**config.mk**
```make
export PLATFORM = sky130hd
export DESIGN_NAME = int_sequencer
export DESIGN_NICKNAME = d
export VERILOG_FILES = /design/src/rtl/int_sequencer.sv
export SDC_FILE = /design/constraint.sdc
export NUM_CORES = 1
export LEC_CHECK = 0
export CAP_MARGIN = 25
export CORE_AREA = 2 2 128 130
export CTS_CLUSTER_DIAMETER = 100
export DETAILED_ROUTE_END_ITERATION = 10
export DIE_AREA = 0 0 130 132
export PLACE_DENSITY = 0.72
export REMOVE_ABC_BUFFERS = 1
export SLEW_MARGIN = 5
export SYNTH_ARGS = -nofsm -noshare
export SYNTH_HDL_FRONTEND = slang
export SYNTH_SLANG_ARGS = --single-unit
```
**constraint.sdc**
```tcl
create_clock -name clk -period 2.6 [get_ports clk]
set_clock_uncertainty 0.15 [all_clocks]
set_input_delay 0.26 -clock clk [delete_from_list [all_inputs] [get_ports clk]]
set_output_delay 0.26 -clock clk [all_outputs]
set_load 0.1 [all_outputs]
```
**src/rtl/int_sequencer.sv**
```systemverilog
// Interrupt entry/exit sequencer: flush, save SRR0/SRR1, mask MSR, vector the PC,
// and the single-cycle rfi restore of PC/MSR from SRR0/SRR1.
//
// state  | meaning
// IDLE   | waiting for a valid decision-stage interrupt op or rfi
// FLUSH  | kill younger pipeline stages
// SAVE   | write SRR0/SRR1 and the masked MSR
// VECTOR | redirect PC to the vector, clear a pending external request
// RFI    | restore PC from SRR0 and MSR from SRR1
module int_sequencer #(
  parameter int PC_W    = 32,
  parameter int MSR_W   = 32,
  parameter int INTOP_W = 2,
  parameter int EE_BIT  = 16,
  parameter int PR_BIT  = 17
) (
  input  logic               clk,
  input  logic               rst_n,
  input  logic [INTOP_W-1:0] intOp,
  input  logic               instr_valid,
  input  logic               rfi,
  input  logic [PC_W-1:0]    cur_pc,
  input  logic [PC_W-1:0]    next_pc,
  input  logic [0:MSR_W-1]   msr_in,
  input  logic [PC_W-1:0]    srr0_in,
  input  logic [0:MSR_W-1]   srr1_in,
  input  logic [PC_W-1:0]    intAddr,
  output logic [INTOP_W-1:0] int_op_q,
  output logic               busy,
  output logic               flush,
  output logic               srr0_wr,
  output logic [PC_W-1:0]    srr0_out,
  output logic               srr1_wr,
  output logic [0:MSR_W-1]   srr1_out,
  output logic               msr_wr,
  output logic [0:MSR_W-1]   msr_out,
  output logic               pc_wr,
  output logic [PC_W-1:0]    pc_out,
  output logic               int_clr
);

  typedef enum logic [2:0] {
    S_IDLE   = 3'd0,
    S_FLUSH  = 3'd1,
    S_SAVE   = 3'd2,
    S_VECTOR = 3'd3,
    S_RFI    = 3'd4
  } state_t;

  localparam logic [INTOP_W-1:0] OP_NONE = INTOP_W'(0);
  localparam logic [INTOP_W-1:0] OP_EXT  = INTOP_W'(1);
  localparam logic [INTOP_W-1:0] OP_TRAP = INTOP_W'(3);

  state_t               r_state;
  state_t               w_state_nxt;
  logic [INTOP_W-1:0]   r_int_op;
  logic [PC_W-1:0]      r_ret;
  logic [0:MSR_W-1]     r_msr;
  logic [0:MSR_W-1]     w_msr_masked;
  logic                 w_accept_int;

  assign w_accept_int = (r_state == S_IDLE) && instr_valid && (intOp != OP_NONE);
  assign int_op_q     = r_int_op;

  // TRAP re-executes the faulting instruction; SC and EXT resume after it.
  always_ff @(posedge clk) begin
    if (!rst_n) begin
      r_state  <= S_IDLE;
      r_int_op <= '0;
      r_ret    <= '0;
      r_msr    <= '0;
    end else begin
      r_state <= w_state_nxt;
      if (w_accept_int) begin
        r_int_op <= intOp;
        r_msr    <= msr_in;
        r_ret    <= (intOp == OP_TRAP) ? cur_pc : next_pc;
      end
    end
  end

  always_comb begin
    w_msr_masked         = r_msr;
    w_msr_masked[EE_BIT] = 1'b0;
    w_msr_masked[PR_BIT] = 1'b0;
  end

  always_comb begin
    w_state_nxt = r_state;
    busy        = 1'b0;
    flush       = 1'b0;
    srr0_wr     = 1'b0;
    srr0_out    = '0;
    srr1_wr     = 1'b0;
    srr1_out    = '0;
    msr_wr      = 1'b0;
    msr_out     = '0;
    pc_wr       = 1'b0;
    pc_out      = '0;
    int_clr     = 1'b0;
    case (r_state)
      S_IDLE: begin
        if (w_accept_int) begin
          w_state_nxt = S_FLUSH;
        end else if (instr_valid && rfi) begin
          w_state_nxt = S_RFI;
        end
      end
      S_FLUSH: begin
        busy        = 1'b1;
        flush       = 1'b1;
        w_state_nxt = S_SAVE;
      end
      S_SAVE: begin
        busy        = 1'b1;
        srr0_wr     = 1'b1;
        srr0_out    = r_ret;
        srr1_wr     = 1'b1;
        srr1_out    = r_msr;
        msr_wr      = 1'b1;
        msr_out     = w_msr_masked;
        w_state_nxt = S_VECTOR;
      end
      S_VECTOR: begin
        busy        = 1'b1;
        flush       = 1'b1;
        pc_wr       = 1'b1;
        pc_out      = intAddr;
        int_clr     = (r_int_op == OP_EXT);
        w_state_nxt = S_IDLE;
      end
      S_RFI: begin
        flush       = 1'b1;
        pc_wr       = 1'b1;
        pc_out      = srr0_in;
        msr_wr      = 1'b1;
        msr_out     = srr1_in;
        w_state_nxt = S_IDLE;
      end
      default: begin
        w_state_nxt = S_IDLE;
      end
    endcase
  end

endmodule
```
==> key figures, run 1 <==
Place
  • Placed Area: 8850 µm²
  • DP Wirelength: 13,600 µm
  • Number of I/O port buffers: 334
  • RePlAce Congestion: ~0.75

Clock tree
  • Buffer depth of the longest clock path: 2
  • Clock latency at the later pin of the worst-skew pair: roughly 0.32 ns
  • Clock tree from TritonCTS: yes
  • Clock tree root buffer cell: sky130_fd_sc_hd__clkbuf_16
  • TritonCTS buffer count: 9
  • Post-CTS setup-driven buffer insertion count: 0
  • Post-CTS clock slew at the launch and capture registers of the worst setup and hold paths: 0.06 ns
  • Deepest level of the CTS H-tree: 3
  • TritonCTS sink count: just under 70

Layout
  • Filler cell count in the final layout: between 1,000 and 1,500
  • Area of all placed cells without fillers: ~9000 µm²
  • P&R area growth vs syn: 126%
  • Fin util: 0.583
  • Most common cell after layout, fill and taps aside: sky130_fd_sc_hd__clkdlybuf4s50_1
  • Commonest non-fill, non-tap cells in the layout: sky130_fd_sc_hd__clkdlybuf4s50_1 (196), sky130_fd_sc_hd__buf_12 (134), sky130_fd_sc_hd__and3_1 (68), sky130_fd_sc_hd__dfxtp_1 (68), sky130_fd_sc_hd__nand2_1 (67)
  • Count of antenna diodes in the layout: 0
  • Final net count: between 900 and 1,000
  • Share of layout cells above drive strength 1: 0.225

Floorplanning
  • Floorplan row count: 46
  • Effective utilization at floorplan: 0.258
  • Die area: 17,200 µm²
  • Y dimension of the die: between 100 and 150 µm
  • Overall die width: roughly 130 µm
  • Number of placed I/O pins: around 340
  • Core area: 15,700 µm²

Global route
  • Antenna violations before repair: 0
  • Vias in the first global route: approximately 4,800
  • Total gr overflow: 0
  • Overall track demand over capacity in global routing: 0.197
  • Maximum number of pins on one net before global-route repair: 64
  • Wire length of the first global-routing pass: 26,500 µm

Setup path
  • Largest stage delay on the critical path: around 0.48 ns
  • Kind of end point of the critical path: output pin
  • Instance count on the critical path: 5
  • Critical Path Fanout Max: 32
  • Reg-to-Reg End: r_ret[14]
  • Critical Path Source Type: flop
  • R2R Setup Slk: roughly 0.61 ns
  • Cell with the largest stage delay on the worst path: sky130_fd_sc_hd__dfxtp_1
  • Req. time, crit path: 2.19 ns
  • Setup crit end: msr_out[28]
  • Dominant delay contributor by cell family on the critical path: buffers and inverters
  • Crit Path Class: flop to output pin
  • Cells on worst reg2reg path: 5
  • Launch point of the worst reg-to-reg path: r_state[1]
  • Worst path bufs/invs: 3
  • Endpoint arrival time on the critical path: 2.08 ns
  • Cells along the critical path: inv_1, nor3_4, clkbuf_16, a21o_1, buf_12
  • Timing startpoint of the critical path: r_state[2]

Route
  • Detailed Routing Iterations Pass 1: 4
  • Average wire per standard cell: about 18 µm
  • Number of nets with antenna violations after detailed routing: 0
  • DR iter-0 viols: 172
  • Vias after detailed routing: 4,747
  • Average vias per placed instance: ~4.7
  • Total DRC errors in the routed layout: 0
  • Wirelength, routed: between 15,000 and 20,000 µm

Synthesis
  • Fraction of registers with async set/reset: 0
  • Cell taking the most area after synthesis: sky130_fd_sc_hd__dfxtp_1
  • Top area cells in the synthesized netlist: sky130_fd_sc_hd__dfxtp_1 (34%), sky130_fd_sc_hd__mux2i_1 (16%), sky130_fd_sc_hd__and3_1 (11%)
  • Area of the mapped netlist: between 4000 and 5000 µm²
  • Post-Syn Instances: between 400 and 500
  • Share of the synthesized area in the top cell type: 0.341
  • Number of enable-type register cells in the synthesized netlist: 0
  • Warnings, synthesis: 0
  • Ys flop type: sky130_fd_sc_hd__dfxtp_1
  • Synth cell types: 27
  • FF+latch count, synth: 69
  • Sequential area share after synthesis: 0.341
  • Synthesized area divided by synthesized cell count: roughly 8.5 µm²

Outcome
  • Status: finished, final reports clean

Timing
  • Hold Vio Cnt, Final: 0
  • Fraction of the cycle the final worst path needs: 0.957
  • Slew Viols, Final: 0
  • Sum Neg Setup Slack: 0 ns
  • Slew HR: 0.604
  • Measured slew at the worst slew-check pin: 0.585 ns
  • RSZ-0062 raised after global routing: no
  • Clock period minus worst slack: about 2.5 ns
  • Final setup violation count: 0
  • Upper clock frequency limit: between 400 and 500 MHz

Power
  • Standby leakage power: slightly above 4 nW
  • Overall power consumption: 3.73 mW
  • Max VDD drop: 0.255 mV
  • Pwr dens: 408 nW/µm²

Min path
  • Classification of the worst-slack hold path: primary input to flop

Run
  • Number of violations of the max-capacitance limit: 0
[metal layers]
metal | share of wire | routed length [µm] | global-route usage
met1 | 0.37 | 6590 | 0.220
met2 | 0.53 | 9350 | 0.361
met3 | 0.086 | 1520 | 0.0629
met4 | 0.012 | 215 | 0.0436
met5 | 0 | 0 | 0
[synthesized netlist by cell type, drive strengths merged, types with 2 or more instances]
| cell type | count |
|---|---|
| dfxtp | 69 |
| and3 | 68 |
| nand2 | 68 |
| mux2i | 64 |
| clkbuf | 44 |
| o21ai | 35 |
| a22o | 32 |
| o211ai | 32 |
| a21o | 31 |
| buf | 12 |
| nor2 | 6 |
| nand3 | 3 |
| inv | 2 |
| nor3 | 2 |
| or2 | 2 |
[cell families (layout without fill, tap and decap cells)]
family	count (synthesis)	count (layout)	share of synthesized area
buffers and inverters	58	367	0.0720
xor gates and xnor gates	1	1	0.00216
AOI/OAI and AO/OA	131	131	0.230
DFF	69	69	0.341
muxes	64	64	0.158
and+or+nand+nor	153	153	0.196
[where the power goes]
group / leakage [nW] / internal (mW) / switching (mW) / total, mW
logic: 3.45 / 0.617 / 0.789 / 1.41
clock network: 0.128 / 0.672 / 0.466 / 1.14
registers: 0.565 / 1.15 / 0.0456 / 1.19
[cell type report]
type | instances | area, µm² | area share
repair buffers | 349 | 4810 | 0.525
multi-input cells | 349 | 2410 | 0.263
flip-flops and latches | 69 | 1380 | 0.151
well taps | 216 | 270 | 0.0295
clock buffers | 11 | 243 | 0.0265
clock inverters | 5 | 36.3 | 0.00396
inverters | 2 | 7.51 | 0.000820
[through the flow]
step / hold WS [ns] / instances / setup slack (ns)
floorplan: 0.226 / 420 / -3.94
global placement: 0.287 / 984 / 0.428
detailed placement: 0.293 / 984 / 0.420
CTS: 0.237 / 1000 / 0.0556
global route: 0.266 / 1001 / 0.00543
finish: 0.251 / 1001 / 0.112
[repair_timing]
action | 4_1_cts | 5_1_grt
hold buffers | 0 | 0
endpoints found under the setup margin | 0 | 1
resized for setup | 0 | 2
[registers in the layout (all words and copies together) (netlist names)]
| name | count |
|---|---|
| int_op_q | 2 |
| r_state | 3 |
| r_msr | 32 |
| r_ret | 32 |
[worst min-delay path, stage by stage]
cell	delay (ns)
sky130_fd_sc_hd__buf_4	0.23
sky130_fd_sc_hd__o211ai_1	0.12
sky130_fd_sc_hd__o21ai_1	0.06
[how the worst min path moves through the flow]
stage | endpoint | start | depth (start not counted)
final | r_ret[8] | rst_n | 3
after global routing | r_ret[8] | rst_n | 3
after CTS | r_ret[8] | rst_n | 3
after detailed placement | r_msr[16] | r_msr[16] | 2
after global placement | r_msr[2] | r_msr[2] | 2
after floorplan | r_state[0] | rst_n | 2
(Power assumes the default switching activity.)
==> run 2: changes to the inputs <==
--- a/config.mk
+++ b/config.mk
@@ -7,6 +7,7 @@
 export LEC_CHECK = 0
 export CAP_MARGIN = 25
 export CORE_AREA = 2 2 128 130
+export CTS_BUF_LIST = sky130_fd_sc_hd__clkbuf_16
 export CTS_CLUSTER_DIAMETER = 100
 export DETAILED_ROUTE_END_ITERATION = 10
 export DIE_AREA = 0 0 130 132
==> run 2 against run 1 <==
Core utilization down 0.064 points. Worst setup slack barely moved. Maximum frequency about the same. Combinational power about the same. Via count about the same. Critical path depth unchanged. Sequential power about the same. Clock-buffer cell count is 2 lower. Cell count is the same. Clock power fell by 4%. Register-to-register slack hardly changed. Largest power group unchanged.
==> key figures, run 2 (same netlist as run 1, synthesis figures left out) <==
Outcome
  • Status: finished, final reports clean

Timing
  • Hold Vio Cnt, Final: 0
  • Final setup violation count: 0
  • RSZ-0062 raised after global routing: no
  • Measured slew at the worst slew-check pin: roughly 0.59 ns
  • Slew Viols, Final: 0
  • Fraction of the cycle the final worst path needs: 0.957
  • Upper clock frequency limit: 402 MHz
  • Sum Neg Setup Slack: 0 ns
  • Slew HR: 0.604
  • Clock period minus worst slack: around 2.5 ns
  • Worst Hold Margin: 0.249 ns

Min path
  • Hold Path Depth: 3
  • Beginning of the worst hold path: rst_n
  • Classification of the worst-slack hold path: primary input to flop
  • Endpoint of the worst hold path: r_ret[8]

Setup path
  • Largest stage delay on the critical path: between 0.4 and 0.5 ns
  • Dominant delay contributor by cell family on the critical path: buffers and inverters
  • Kind of end point of the critical path: output pin
  • Critical Path Fanout Max: 32
  • R2R Setup Slk: approximately 0.6 ns
  • Endpoint arrival time on the critical path: ~2.1 ns
  • Reg-to-Reg End: r_ret[14]
  • Cells along the critical path: inv_1, nor3_4, clkbuf_16, a21o_1, buf_12
  • Launch point of the worst reg-to-reg path: r_state[1]
  • Critical Path Source Type: flop
  • Req. time, crit path: between 2 and 2.5 ns
  • Cells on worst reg2reg path: 5
  • Worst path bufs/invs: 3
  • Cell with the largest stage delay on the worst path: sky130_fd_sc_hd__dfxtp_1
  • Crit Path Class: flop to output pin

Layout
  • Area of all placed cells without fillers: around 9000 µm²
  • Filler cell count in the final layout: ~1,300
  • Final net count: ~1,000
  • Most common cell after layout, fill and taps aside: sky130_fd_sc_hd__clkdlybuf4s50_1
  • Count of antenna diodes in the layout: 0
  • Commonest non-fill, non-tap cells in the layout: sky130_fd_sc_hd__clkdlybuf4s50_1 (196), sky130_fd_sc_hd__buf_12 (134), sky130_fd_sc_hd__and3_1 (68), sky130_fd_sc_hd__dfxtp_1 (68), sky130_fd_sc_hd__nand2_1 (67)
  • Top flop regs: r_msr (32), r_ret (32), r_state (3)
  • Share of layout cells above drive strength 1: 0.224
  • P&R area growth vs syn: 126%

Place
  • Number of I/O port buffers: approximately 330
  • Placed Area: just under 9000 µm²
  • RePlAce Congestion: between 0.7 and 0.8
  • DP Wirelength: roughly 14,000 µm

Route
  • DR iter-0 viols: 182
  • Detailed Routing Iterations Pass 1: 4
  • Number of nets with antenna violations after detailed routing: 0
  • Vias after detailed routing: roughly 4,700
  • Wirelength, routed: approximately 18,000 µm
  • Average vias per placed instance: roughly 4.7
  • Average wire per standard cell: around 18 µm
  • Total DRC errors in the routed layout: 0

Global route
  • Most used routing layer: met2
  • Overall track demand over capacity in global routing: 0.197
  • Wire length of the first global-routing pass: between 20,000 and 30,000 µm
  • Met2 Resource Use GR: 0.360
  • Total gr overflow: 0
  • Maximum number of pins on one net before global-route repair: 64
  • Vias in the first global route: 4,774
  • Global routing met3 resource utilization: 0.0633
  • Global-route met1 utilization: 0.220
  • Antenna violations before repair: 0

Floorplanning
  • Die area: around 17,000 µm²
  • Effective utilization at floorplan: 0.258
  • Y dimension of the die: approximately 130 µm
  • Overall die width: ~130 µm
  • Floorplan row count: 46
  • Core area: approximately 16,000 µm²
  • Number of placed I/O pins: 335

Clock tree
  • Clock tree root buffer cell: sky130_fd_sc_hd__clkbuf_16
  • Post-CTS setup-driven buffer insertion count: 0
  • Post-CTS clock slew at the launch and capture registers of the worst setup and hold paths: ~0.060 ns
  • TritonCTS sink count: 69
  • TritonCTS buffer count: 9
  • Clock latency at the later pin of the worst-skew pair: approximately 0.33 ns
  • Deepest level of the CTS H-tree: 3
  • Clock tree from TritonCTS: yes
  • Buffer depth of the longest clock path: 2

Power
  • Standby leakage power: between 4 and 5 nW
  • Max VDD drop: roughly 0.25 mV
  • Overall power consumption: around 3.7 mW
  • Pwr dens: 404 nW/µm²

Run
  • Number of violations of the max-capacitance limit: 0
run 2: cell type report:
cell class / count / area, µm² / share of cell area
Clock inverter: 7 / 43.8 / 0.00479
Multi-Input combinational cell: 349 / 2410 / 0.263
Clock buffer: 9 / 225 / 0.0246
Tap cell: 216 / 270 / 0.0296
Sequential cell: 69 / 1380 / 0.151
Inverter: 2 / 7.51 / 0.000821
Timing Repair Buffer: 349 / 4810 / 0.526
run 2: what timing repair did:
action | 4_1_cts | 5_1_grt
endpoints found under the setup margin | 0 | 1
resized for setup | 0 | 2
hold endpoints to repair | 0 | 0
hold buffers | 0 | 0
run 2: worst max path at each step:
| stage | startpoint | endpoint | slack, ns | depth (start not counted) |
|---|---|---|---|---|
| final | r_state[2] | msr_out[28] | 0.11 | 5 |
| after global placement | r_state[2] | msr_out[28] | 0.43 | 5 |
| after floorplan | r_state[1] | msr_wr | -3.94 | 3 |
| after global routing | r_state[2] | msr_out[28] | 0.005 | 5 |
| after CTS | r_state[2] | msr_out[28] | 0.06 | 5 |
| after detailed placement | r_state[2] | msr_out[28] | 0.42 | 5 |
run 2: metrics by stage:
stage / util / std cells / worst slack [ns]
after detailed placement: 0.563 / 984 / 0.420
after global placement: 0.563 / 984 / 0.428
after CTS: 0.581 / 1000 / 0.0556
final: 0.582 / 1001 / 0.111
after global routing: 0.582 / 1001 / 0.00536
after floorplan: - / 420 / -3.94
run 2: per-layer routing:
metal | vias to the layer above | part of all wire
met5 | - | 0
met2 | 220 | 0.53
met1 | 2182 | 0.37
met3 | 13 | 0.086
li1 | 2330 | -
met4 | 0 | 0.014
run 2: where the power goes:
part / switching [mW] / leakage, nW / internal (mW)
sequential: 0.0454 / 0.565 / 1.15
clock: 0.461 / 0.126 / 0.638
combinational: 0.788 / 3.45 / 0.617
run 2: worst register-to-register path, stage by stage, from the launching register on:
cell and delay (ns):
sky130_fd_sc_hd__dfxtp_2 0.36, sky130_fd_sc_hd__buf_4 0.25, sky130_fd_sc_hd__nor4b_1 0.54, sky130_fd_sc_hd__nand3b_1 0.14
sky130_fd_sc_hd__buf_4 0.26, sky130_fd_sc_hd__o21ai_0 0.21
==> run 3: changes to the inputs <==
--- a/config.mk
+++ b/config.mk
@@ -8,7 +8,6 @@
 export CAP_MARGIN = 25
 export CORE_AREA = 2 2 128 130
 export CTS_BUF_LIST = sky130_fd_sc_hd__clkbuf_16
-export CTS_CLUSTER_DIAMETER = 100
 export DETAILED_ROUTE_END_ITERATION = 10
 export DIE_AREA = 0 0 130 132
 export PLACE_DENSITY = 0.72
==> results of run 3 <==
Same layout as run 2: the final DEF is identical, and so are final timing and power.
==> patch 1: new RTL, config.mk and constraints of run 2 <==
Reset style: asynchronous (`rst_n`), changed in one clocked block.
--- a/src/rtl/int_sequencer.sv
+++ b/src/rtl/int_sequencer.sv
@@ -64,5 +64,5 @@
 
   // TRAP re-executes the faulting instruction; SC and EXT resume after it.
-  always_ff @(posedge clk) begin
+  always_ff @(posedge clk or negedge rst_n) begin
     if (!rst_n) begin
       r_state  <= S_IDLE;
Function: differs if rst_n is asserted again (counterexample within 4 cycles, from zero or initial values and one cycle with rst_n low); with rst_n held inactive, the same outputs for 10 cycles.
==> patch 1 against run 2 <==
Sequential cell count unchanged; routed wire length down 4.0%; via count down 15%; cell area up 1.9%; synthesized cell count down 28%; first-iteration DRC count down 58%; global-route usage down 0.21 points; area after synthesis up 3.3%; setup slack better by 0.041 ns; non-clock buffer count down 6; critical path type unchanged; highest routed layer unchanged.
Power is left out: the tool's default activity adds up to more than one toggle a clock period on the data nets, which glitch-free logic cannot reach.
==> patch 1: results (changes against run 2) <==
Parameter                              Value

Route
  Number of vias after detailed routing    4037 (-15%)
  Met1 WL    5.76 mm (-12%)
  Final WL    17.0 mm (-4.0%)
  Length of routed met2 wiring    9.24 mm (-0.88%)
  Detail-routed via count per cell    4.54 (-4.3%)
  Highest metal layer with signal wires    met4
  Wire length on met3    1.44 mm (-4.9%)
  Number of violations reported at the end of detailed-routing iteration 0    76 (-58%)

Cells and area
  Clock Network Area Fraction    2.91% (-0.027 points)
  Layout net count    864 (-12%)
  Multi-input combinational gate total    243 (-30%)
  Multi-input combinational cell area    2260 um^2 (-6.2%)
  Inverters, non-clock    0 (-2)
  Fill cells    1258 (-6.0%)
  Total inserted antenna cells    5 (+5)
  Signal buffers    343 (-1.7%)
  Leading registers by flop count    r_msr: 32 flops, r_ret: 32 flops, r_state: 3 flops
  Non-clock buffers, area share    51.3% (-1.3 points)
  Layout cell share with drive strength beyond 1    39.3% (+17 points)
  Footprint of the flip-flops and latches    1730 um^2 (+25%)

Worst setup path
  Longest individual stage delay on the worst path    around 0.47 ns
  Startpoint of the most critical setup path    r_state[2]$_DFFE_PN0P_
  Top fanout value on the critical path    37 (+16%)
  Destination of the critical timing path    msr_out[25]
  Crit path arrival time    2.04 ns (-0.04 ns)
  Reg2Reg Depth    4 (-1)
  R2r endpoint    r_ret[28]$_DFFE_PN0P_
  Slack of the worst reg-to-reg path    0.65 ns (+0.04 ns)
  Crit-path slowest cell    sky130_fd_sc_hd__dfrtp_1

Global routing
  Number of antenna violations at the first check in global routing    5 (+5)
  Number of global-route vias before repair    4403 (-7.8%)
  M2 GR Usage    35.3% (-0.67 points)
  Overall fraction of global-route tracks in use    19.5% (-0.21 points)
  Pin count of the biggest net entering global routing    70 (+9.4%)
  Global-route wire length before repair    25.3 mm (-4.4%)
  Met1 Track Usage GR    20.1% (-1.9 points)

Clock tree
  Clock transition at the registers of the reported paths    around 0.050 ns
  Clock network latency to the later pin of the worst-skew pair    between 0.3 and 0.4 ns

Logic synthesis
  Mux share of post-synthesis cell area    29.2% (+13 points)
  Async SR Flop Fraction    100% (+100 points)
  Top area cells in the synthesized netlist    sky130_fd_sc_hd__dfrtp_1 (41%), sky130_fd_sc_hd__mux2_2 (19%), sky130_fd_sc_hd__mux2_4 (10%)
  Synthesized-area fraction occupied by xor and xnor cells    0.209% (-0.0069 points)
  Most used flip-flop cell after synthesis    sky130_fd_sc_hd__dfrtp_1
  Number of synthesized register bits    69 (unchanged)
  Top cells by count, synth    sky130_fd_sc_hd__mux2_2 (70), sky130_fd_sc_hd__dfrtp_1 (69), sky130_fd_sc_hd__and2_1 (65)
  Area fraction in compound gates after synthesis    12.1% (-11 points)
  Synthesized instance count    342 (-28%)
  Register area share after synthesis    41.3% (+7.2 points)
  Number of distinct library cell variants in the gate-level netlist after synthesis    21 (-22%)

Outcome
  Status    complete, no violations

Placement
  Final HPWL DP    13.9 mm (+2.2%)
  # placed instances    869 (-12%)
  Gp weighted congestion    0.902 (+21%)

Timing
  Relative slew margins    74.6% (+14 points)

Worst hold path
  Min-Delay Path Class    in2async
[patch 1: changes by cell type in the layout (fill, tap and decap cells not counted), sizes merged, moves of 32 or more]
cell,run 2,this run
and3,68,3
dfxtp,69,0
mux2i,64,0
o21ai,35,0
nand2,68,1
o211ai,32,0
mux2,0,99
dfrtp,0,69
and2,0,65
[patch 1: metrics by stage]
stage | hold WS (ns) | area, um^2 | setup WS [ns] | util [%] | setup TNS (ns)
after floorplan | -0.186 | 3980 | -6.78 | - | -627.95
after global placement | 0.296 | 8990 | 0.492 | 57.2 | 0
after detailed placement | 0.305 | 8990 | 0.444 | 57.2 | 0
after CTS | 0.329 | 9280 | 0.0845 | 59.0 | 0
after global routing | 0.137 | 9320 | 0.0333 | 59.3 | 0
final | 0.135 | 9320 | 0.152 | 59.3 | 0
[patch 1: what timing repair did]
item,in CTS,in global routing
setup endpoints to repair,0,50
hold buffers,1,0
resized for setup,0,1
hold endpoints to repair,69,0
==> patch 2: new RTL, config.mk and constraints of run 2 <==
Made on the original files. The parameter `PC_W` goes from 32 to 36.
--- a/src/rtl/int_sequencer.sv
+++ b/src/rtl/int_sequencer.sv
@@ -9,5 +9,5 @@
 // RFI    | restore PC from SRR0 and MSR from SRR1
 module int_sequencer #(
-  parameter int PC_W    = 32,
+  parameter int PC_W    = 36,
   parameter int MSR_W   = 32,
   parameter int INTOP_W = 2,
Ports: changed (6 resized); port bits go from 335 to 359. The function was not compared with the original's and may differ.
==> patch 2 against run 2 <==
Routed wire length rose by 21%; area after synthesis rose by 9.8%; total power rose by 6.1%; setup slack got worse by 0.035 ns; clock power barely moved; sequential cell count rose by 4; cell area rose by 8.6%; global-route usage rose by 5.0 points; largest power group unchanged; highest routed layer is now met5.
==> patch 2: results (changes against run 2) <==
Parameter                              Value

Logic synthesis
  Register area share after synthesis    32.9% (-1.2 points)
  Top area cells in the synthesized netlist    sky130_fd_sc_hd__dfxtp_1 (33%), sky130_fd_sc_hd__mux2i_1 (15%), sky130_fd_sc_hd__and3_1 (10%)

Route
  Length of routed met2 wiring    10.6 mm (+14%)
  Number of violations reported at the end of detailed-routing iteration 0    197 (+8.2%)
  Highest metal layer with signal wires    met5
  Average wire per cell in the routed design    20.2 um (+14%)
  Wire length on met3    2.18 mm (+44%)
  Final WL    21.4 mm (+21%)
  Number of vias after detailed routing    5227 (+10%)
  Met1 WL    7.80 mm (+18%)

Timing
  Relative slew margins    55.5% (-4.9 points)
  Post-route setup slack    0.0764 ns (-0.0349 ns)

Worst setup path
  Top fanout value on the critical path    67 (+110%)
  Destination of the critical timing path    pc_out[33]
  Reg2Reg Depth    4 (-1)
  Longest individual stage delay on the worst path    0.51 ns (+0.03 ns)
  Critical register-to-register path startpoint    r_state[0]$_SDFFE_PN0P_
  R2r endpoint    r_ret[15]$_SDFFE_PN0P_

Power
  Standby leakage power    4.48 nW (+8.2%)
  Worst IR drop on VDD    0.315 mV (+28%)
  Clock share of power    28.0% (-1.7 points)
  Total power    0.00392 W (+6.1%)
  Sequential share of power    32.5% (+0.3 points)

Placement
  Worst-case setup slack after placement    0.344 ns (-0.0764 ns)
  PortBufs    358 (+7.2%)
  # placed instances    1036 (+5.3%)

Global routing
  Number of global-route vias before repair    5299 (+11%)
  Grt met3 use    9.82% (+3.5 points)
  Pin count of the biggest net entering global routing    68 (+6.3%)
  Global-route wire length before repair    31.9 mm (+20%)
  Met1 Track Usage GR    26.8% (+4.8 points)
  M2 GR Usage    41.2% (+5.3 points)

Outcome
  Status    complete, no violations

Cells and area
  Layout cell share with drive strength beyond 1    25.6% (+3.2 points)
-- patch 2: worst register-to-register path, cell delays in order (launching register included) --
cell                       delay [ns]
sky130_fd_sc_hd__dfxtp_1         0.43
sky130_fd_sc_hd__or4b_4          0.64
sky130_fd_sc_hd__buf_4           0.32
sky130_fd_sc_hd__o211ai_1        0.27
sky130_fd_sc_hd__o21ai_0         0.12
-- patch 2: layout make-up --
type / count / area, um^2
Antenna cell: 9 / 22.5
Clock buffer: 9 / 225
Clock inverter: 6 / 27.5
Fill cell: 1259 / 5780
Inverter: 2 / 7.51
Multi-Input combinational cell: 369 / 2710
Sequential cell: 73 / 1460
Tap cell: 216 / 270
Timing Repair Buffer: 376 / 5200
-- patch 2: kinds of logic after synthesis --
family	synth area share [%]
AND/OR/NAND/NOR	18.7
AO/OA/AOI/OAI	26.2
flip-flops	32.9
multiplexers	15.3
buffers and inverters	6.75
XOR/XNOR	0.197
